[src/rtl/byte_word_packer_pkg.sv]
// Shared widths, byte-count encodings and lane helpers for the byte-to-word packer.
package byte_word_packer_pkg;

    localparam int WORD_W = 32;
    localparam int BYTE_W = 8;
    localparam int LANES  = 4;
    localparam int CNT_W  = 2;
    localparam int BCNT_W = 3;

    localparam logic [BCNT_W-1:0] BYTES_1 = 3'd1;
    localparam logic [BCNT_W-1:0] BYTES_2 = 3'd2;
    localparam logic [BCNT_W-1:0] BYTES_3 = 3'd3;
    localparam logic [BCNT_W-1:0] BYTES_4 = 3'd4;

    // Lane 0 is the most significant byte, so the first byte received lands in [31:24].
    function automatic logic [WORD_W-1:0] put_lane(input logic [WORD_W-1:0] w,
                                                   input logic [CNT_W-1:0]  lane,
                                                   input logic [BYTE_W-1:0] b);
        logic [WORD_W-1:0] r;
        r = w;
        case (lane)
            2'd0:    r[31:24] = b;
            2'd1:    r[23:16] = b;
            2'd2:    r[15:8]  = b;
            2'd3:    r[7:0]   = b;
            default: r = w;
        endcase
        return r;
    endfunction

    function automatic logic [BCNT_W-1:0] bytes_after(input logic [CNT_W-1:0] cnt);
        logic [BCNT_W-1:0] r;
        case (cnt)
            2'd0:    r = BYTES_1;
            2'd1:    r = BYTES_2;
            2'd2:    r = BYTES_3;
            2'd3:    r = BYTES_4;
            default: r = BYTES_4;
        endcase
        return r;
    endfunction

endpackage

[src/rtl/byte_word_packer_sync_fifo.sv]
// Synchronous FIFO with an explicit occupancy counter and combinational head read.
module sync_fifo #(
    parameter int W  = 35,
    parameter int AW = 2
) (
    input  logic          sclk,
    input  logic          rst_n,
    input  logic          push_i,
    input  logic          pop_i,
    input  logic [W-1:0]  wdata_i,
    output logic [W-1:0]  rdata_o,
    output logic          full_o,
    output logic          empty_o,
    output logic [AW:0]   level_o
);

    localparam logic [AW:0] DEPTH = {1'b1, {AW{1'b0}}};

    logic [W-1:0]  mem_q [0:(1<<AW)-1];
    logic [AW-1:0] wr_ptr_q, wr_ptr_d;
    logic [AW-1:0] rd_ptr_q, rd_ptr_d;
    logic [AW:0]   level_q, level_d;
    logic          wr_en_s, rd_en_s;

    assign full_o  = (level_q == DEPTH);
    assign empty_o = (level_q == {(AW+1){1'b0}});
    assign level_o = level_q;
    assign rdata_o = mem_q[rd_ptr_q];

    // A full FIFO still accepts a write when the head leaves on the same edge.
    assign rd_en_s = pop_i & ~empty_o;
    assign wr_en_s = push_i & (~full_o | rd_en_s);

    // Next pointer and occupancy values.
    always_comb begin
        wr_ptr_d = wr_ptr_q;
        rd_ptr_d = rd_ptr_q;
        level_d  = level_q;
        if (wr_en_s) begin
            wr_ptr_d = wr_ptr_q + {{(AW-1){1'b0}}, 1'b1};
        end else begin
            wr_ptr_d = wr_ptr_q;
        end
        if (rd_en_s) begin
            rd_ptr_d = rd_ptr_q + {{(AW-1){1'b0}}, 1'b1};
        end else begin
            rd_ptr_d = rd_ptr_q;
        end
        case ({wr_en_s, rd_en_s})
            2'b10:   level_d = level_q + {{AW{1'b0}}, 1'b1};
            2'b01:   level_d = level_q - {{AW{1'b0}}, 1'b1};
            default: level_d = level_q;
        endcase
    end

    // Pointer and occupancy registers.
    always_ff @(posedge sclk or negedge rst_n) begin
        if (!rst_n) begin
            wr_ptr_q <= {AW{1'b0}};
            rd_ptr_q <= {AW{1'b0}};
            level_q  <= {(AW+1){1'b0}};
        end else begin
            wr_ptr_q <= wr_ptr_d;
            rd_ptr_q <= rd_ptr_d;
            level_q  <= level_d;
        end
    end

    // Storage array; contents are meaningless once the pointers are reset.
    always_ff @(posedge sclk) begin
        if (wr_en_s) begin
            mem_q[wr_ptr_q] <= wdata_i;
        end
    end

endmodule

[src/rtl/byte_word_packer.sv]
// Packs a valid-strobed byte stream big-endian into 32-bit words, with flush,
// FIFO buffering, valid/ready output and a sticky overflow flag.
module byte_word_packer
    import byte_word_packer_pkg::*;
#(
    parameter int AW = 2
) (
    input  logic                sclk,
    input  logic                rst_n,
    input  logic                i_dv,
    input  logic [BYTE_W-1:0]   i_data,
    input  logic                i_flush,
    input  logic                i_ready,
    input  logic                i_clr_ovf,
    output logic                o_valid,
    output logic [WORD_W-1:0]   o_word,
    output logic [BCNT_W-1:0]   o_bytes,
    output logic [AW:0]         o_level,
    output logic                o_overflow
);

    logic [CNT_W-1:0]         cnt_q, cnt_d;
    logic [WORD_W-1:0]        sr_q, sr_d;
    logic                     ovf_q, ovf_d;
    logic [WORD_W-1:0]        ins_s;
    logic                     push_s, pop_s, full_s, empty_s;
    logic [WORD_W-1:0]        push_word_s;
    logic [BCNT_W-1:0]        push_bytes_s;
    logic [WORD_W+BCNT_W-1:0] head_s;

    // Shift register with the incoming byte placed at the current lane; unused lanes stay zero.
    assign ins_s = put_lane(sr_q, cnt_q, i_data);

    // Packing, wrap and flush decisions.
    always_comb begin
        push_s       = 1'b0;
        push_word_s  = sr_q;
        push_bytes_s = BYTES_4;
        cnt_d        = cnt_q;
        sr_d         = sr_q;
        if (i_flush) begin
            cnt_d = 2'd0;
            sr_d  = {WORD_W{1'b0}};
            if (i_dv) begin
                push_s       = 1'b1;
                push_word_s  = ins_s;
                push_bytes_s = bytes_after(cnt_q);
            end else if (cnt_q != 2'd0) begin
                push_s       = 1'b1;
                push_word_s  = sr_q;
                push_bytes_s = {1'b0, cnt_q};
            end else begin
                push_s = 1'b0;
            end
        end else if (i_dv) begin
            if (cnt_q == 2'd3) begin
                push_s       = 1'b1;
                push_word_s  = ins_s;
                push_bytes_s = BYTES_4;
                cnt_d        = 2'd0;
                sr_d         = {WORD_W{1'b0}};
            end else begin
                sr_d  = ins_s;
                cnt_d = cnt_q + 2'd1;
            end
        end else begin
            cnt_d = cnt_q;
        end
    end

    assign pop_s = ~empty_s & i_ready;

    // A dropped word sets the flag; setting wins over a same-edge clear.
    always_comb begin
        ovf_d = ovf_q;
        if (push_s && full_s && !pop_s) begin
            ovf_d = 1'b1;
        end else if (i_clr_ovf) begin
            ovf_d = 1'b0;
        end else begin
            ovf_d = ovf_q;
        end
    end

    // Packing state and overflow flag.
    always_ff @(posedge sclk or negedge rst_n) begin
        if (!rst_n) begin
            cnt_q <= 2'd0;
            sr_q  <= {WORD_W{1'b0}};
            ovf_q <= 1'b0;
        end else begin
            cnt_q <= cnt_d;
            sr_q  <= sr_d;
            ovf_q <= ovf_d;
        end
    end

    sync_fifo #(
        .W  (WORD_W + BCNT_W),
        .AW (AW)
    ) u_fifo (
        .sclk    (sclk),
        .rst_n   (rst_n),
        .push_i  (push_s),
        .pop_i   (pop_s),
        .wdata_i ({push_bytes_s, push_word_s}),
        .rdata_o (head_s),
        .full_o  (full_s),
        .empty_o (empty_s),
        .level_o (o_level)
    );

    assign o_valid    = ~empty_s;
    assign o_word     = head_s[WORD_W-1:0];
    assign o_bytes    = head_s[WORD_W+BCNT_W-1:WORD_W];
    assign o_overflow = ovf_q;

endmodule

[config.mk]
export PLATFORM = sky130hd
export DESIGN_NAME = byte_word_packer
export DESIGN_NICKNAME = d
export VERILOG_FILES = /design/src/rtl/byte_word_packer_pkg.sv /design/src/rtl/byte_word_packer_sync_fifo.sv /design/src/rtl/byte_word_packer.sv
export SDC_FILE = /design/constraint.sdc
export NUM_CORES = 1
export LEC_CHECK = 0
export ABC_AREA = 0
export CORE_MARGIN = 2
export CORE_UTILIZATION = 58
export DETAILED_ROUTE_END_ITERATION = 10
export PLACE_DENSITY = 0.79
export SYNTH_ARGS = -nofsm -noshare
export SYNTH_HDL_FRONTEND = slang
export SYNTH_HIERARCHICAL = 1
export SYNTH_SLANG_ARGS = --single-unit
export TNS_END_PERCENT = 20
[constraint.sdc]
create_clock -name sclk -period 3.1 [get_ports sclk]
set_input_delay 0.62 -clock sclk [delete_from_list [all_inputs] [get_ports sclk]]
set_output_delay 0.62 -clock sclk [all_outputs]
set_load 0.01 [all_outputs]
==> impl_metrics.toml <==
[synth]
syn-cell-area_mm2 = 0.007456
ys_ff_latch = 182
synthesis.nets = 438
synth_cell_type_count = 39
syn_inst = 412
synth_edf_count = 140
async_flop_share_pct = 23.08
ys_seq_area_share_pct = 70.48
synth_ff_type = "edfxtp_1"
syn_avg_cell_area_um2 = 18.10
yosysWarnings = 6

[floorplanning]
die_x_um = 117.4
die_h_um = 117.4
dieArea_mm2 = 0.01378
rows = 41
core_area_mm2 = 0.01257
boundaryPins = 54
start_util_pct = 59.32

[layout]
syn_to_final_growth_pct = 18.41
multi_input_area_mm2 = 0.002042
final_cell_mix = "edfxtp_1, clkdlybuf4s50_1, dfrtp_1"
n_antenna_cell = 0
fillers = 773
mostFrequentLayoutCell = "edfxtp_1"
nNetsFinal = 503
register_area_mm2 = 0.005256
drive_gt1_share_pct = 24.69

[global_route]
grt_overflow = 0
grt_pass1_vias = 4067
antenna_found_initial = 0
grt_pass1_wl_um = 22620
grt_max_degree = 43
track_usage_pct = 22.13

[placement]
gp_congestion = 0.7647
place.detailed.hpwl_um = 8675
io_buffers = 53

[cts]
clk_pin_slew_ps = 60
root_buffer = "clkbuf_16"
cts_sinks = 182
clk_path_buf_depth = 2
hold_buffers = 0
cts_resized = 1
cts_setup_buffers = 0
h-tree-depth = 4
clk_latency_ps = 430
numCtsBuffers = 17
cts_tree = "done"

[route]
vias = 3955
highest_layer = "met4"
antenna_left = 0
wl_met2_um = 7044
viasPerCell = 5.974
drc = 0
drt_first_pass_iters = 5
routed_wl_um = 14320
wl_met3_um = 960
drt-initial-drc-count = 390
wl_per_cell_um = 21.63
met1Wirelength_um = 6033

[run_status]
outcome = "completed"

[timing]
max_freq_ghz = 0.3378
final.min_clock_period_ps = 2961
finalMaxSlewViolations = 0
setup_viol = 0
fin_tns_setup_ps = 0
hold_violations = 0
finClkSkew_ps = 7.608
fin_crit_sh_pct = 95.51
rsz0062_at_grt = "false"
worstMarginPinSlew_ps = 966.1
relSlewSlack_pct = 35.59
whs_ps = 338.5

[power]
vdd_drop_max_v = 0.0005405
power_density_mw_per_mm2 = 854.2
leakage_nw = 3.229

[worst_hold_path]
hold_path.class = "in -> async"

[worst_setup_path]
critPathLaunchType = "flop"
crit_required_ps = 2480
crit_arrival_ps = 2340
end_kind = "output port"
critPathKind = "reg -> out"
cp_max_fo = 15

[job]
cap_violations = 0
-- report_power, final --
group | switching, mW | leakage (nW) | internal, mW
registers | 0.158 | 1.86 | 3.03
logic | 1.03 | 1.08 | 1.25
clock network | 0.824 | 0.287 | 1.24
total | 2.02 | 3.23 | 5.53
-- layer usage --
| metal | up-vias | global-route usage [%] |
|---|---|---|
| li1 | 1731 | - |
| met1 | 2050 | 29.79 |
| met2 | 154 | 35.27 |
| met3 | 20 | 4.912 |
| met4 | 0 | 9.639 |
| met5 | - | 0 |
-- worst paths after layout --
check	from	end	slack [ps]	cells after the start
min reg2reg	sr_q[5]	sr_q[5]	480	1
max reg2reg	cnt_q[0]	u_fifo/level_o[2]	540	12
max in group asynchronous	rst_n	u_fifo/rd_ptr_q[0]	2100	1
max	u_fifo/rd_ptr_q[0]	o_word[7]	140	3
min	rst_n	u_fifo/wr_ptr_q[0]	340	1
min in group sclk	sr_q[5]	sr_q[5]	480	1
-- cell usage after synthesis (all sizes together), types with 3 or more instances --
master	n	area share [%]
mux4	35	11
clkbuf	5	0.25
xnor2	3	0.35
nand4b	8	0.94
mux2	33	5.0
a22oi	14	1.4
a21oi	12	0.81
o211ai	4	0.47
buf	15	1.1
nor2	19	0.96
and2	13	1.2
o21ai	13	0.87
dfrtp	42	14
nand2	10	0.60
edfxtp	140	56
ha	11	1.8
inv	15	0.76
xor2	3	0.35
-- stage by stage --
step,total power [mW],std cells,area [um2],utilization [%],worst slack (ps)
6_report,7.541,662,8828,70.24,139.3
5_1_grt,7.852,662,8828,70.24,12.40
4_1_cts,7.612,662,8828,70.24,75.01
3_5_place_dp,5.538,630,8255,65.68,238.3
3_3_place_gp,5.470,630,8255,65.68,309.0
2_1_floorplan,4.482,412,7456,-,727.1
-- worst max-delay path: stages (launching register included) --
cell and delay (ps):
dfrtp_2 560, buf_6 290, mux4_2 560, clkdlybuf4s50_1 500
-- layout make-up --
cell class              count  area share (%)
clock buffers              18           4.861
clock inverters            14           1.587
inverters                  15          0.6378
multi-input cells         195           23.13
flip-flops and latches    182           59.54
well taps                 172           2.438
repair buffers             66           7.809
-- cell families after synthesis --
logic type	Yosys count	share of synthesized area [%]
xor gates and xnor gates	6	0.7049
buffers and inverters	35	2.131
AOI/OAI and AO/OA	50	4.464
adders and majority gates	12	2.114
DFF	182	70.48
muxes	68	15.61
and+or+nand+nor	59	4.498
-- flip-flops by register name, summed over array words and instances, names as in the netlist --
| register | cells |
|---|---|
| u_fifo/rd_ptr_q | 2 |
| sr_q | 32 |
| u_fifo/wr_ptr_q | 2 |
| cnt_q | 2 |
| o_overflow | 1 |
| u_fifo/level_o | 3 |
| u_fifo/mem_q | 140 |
Power figures use the tool's default switching activity.
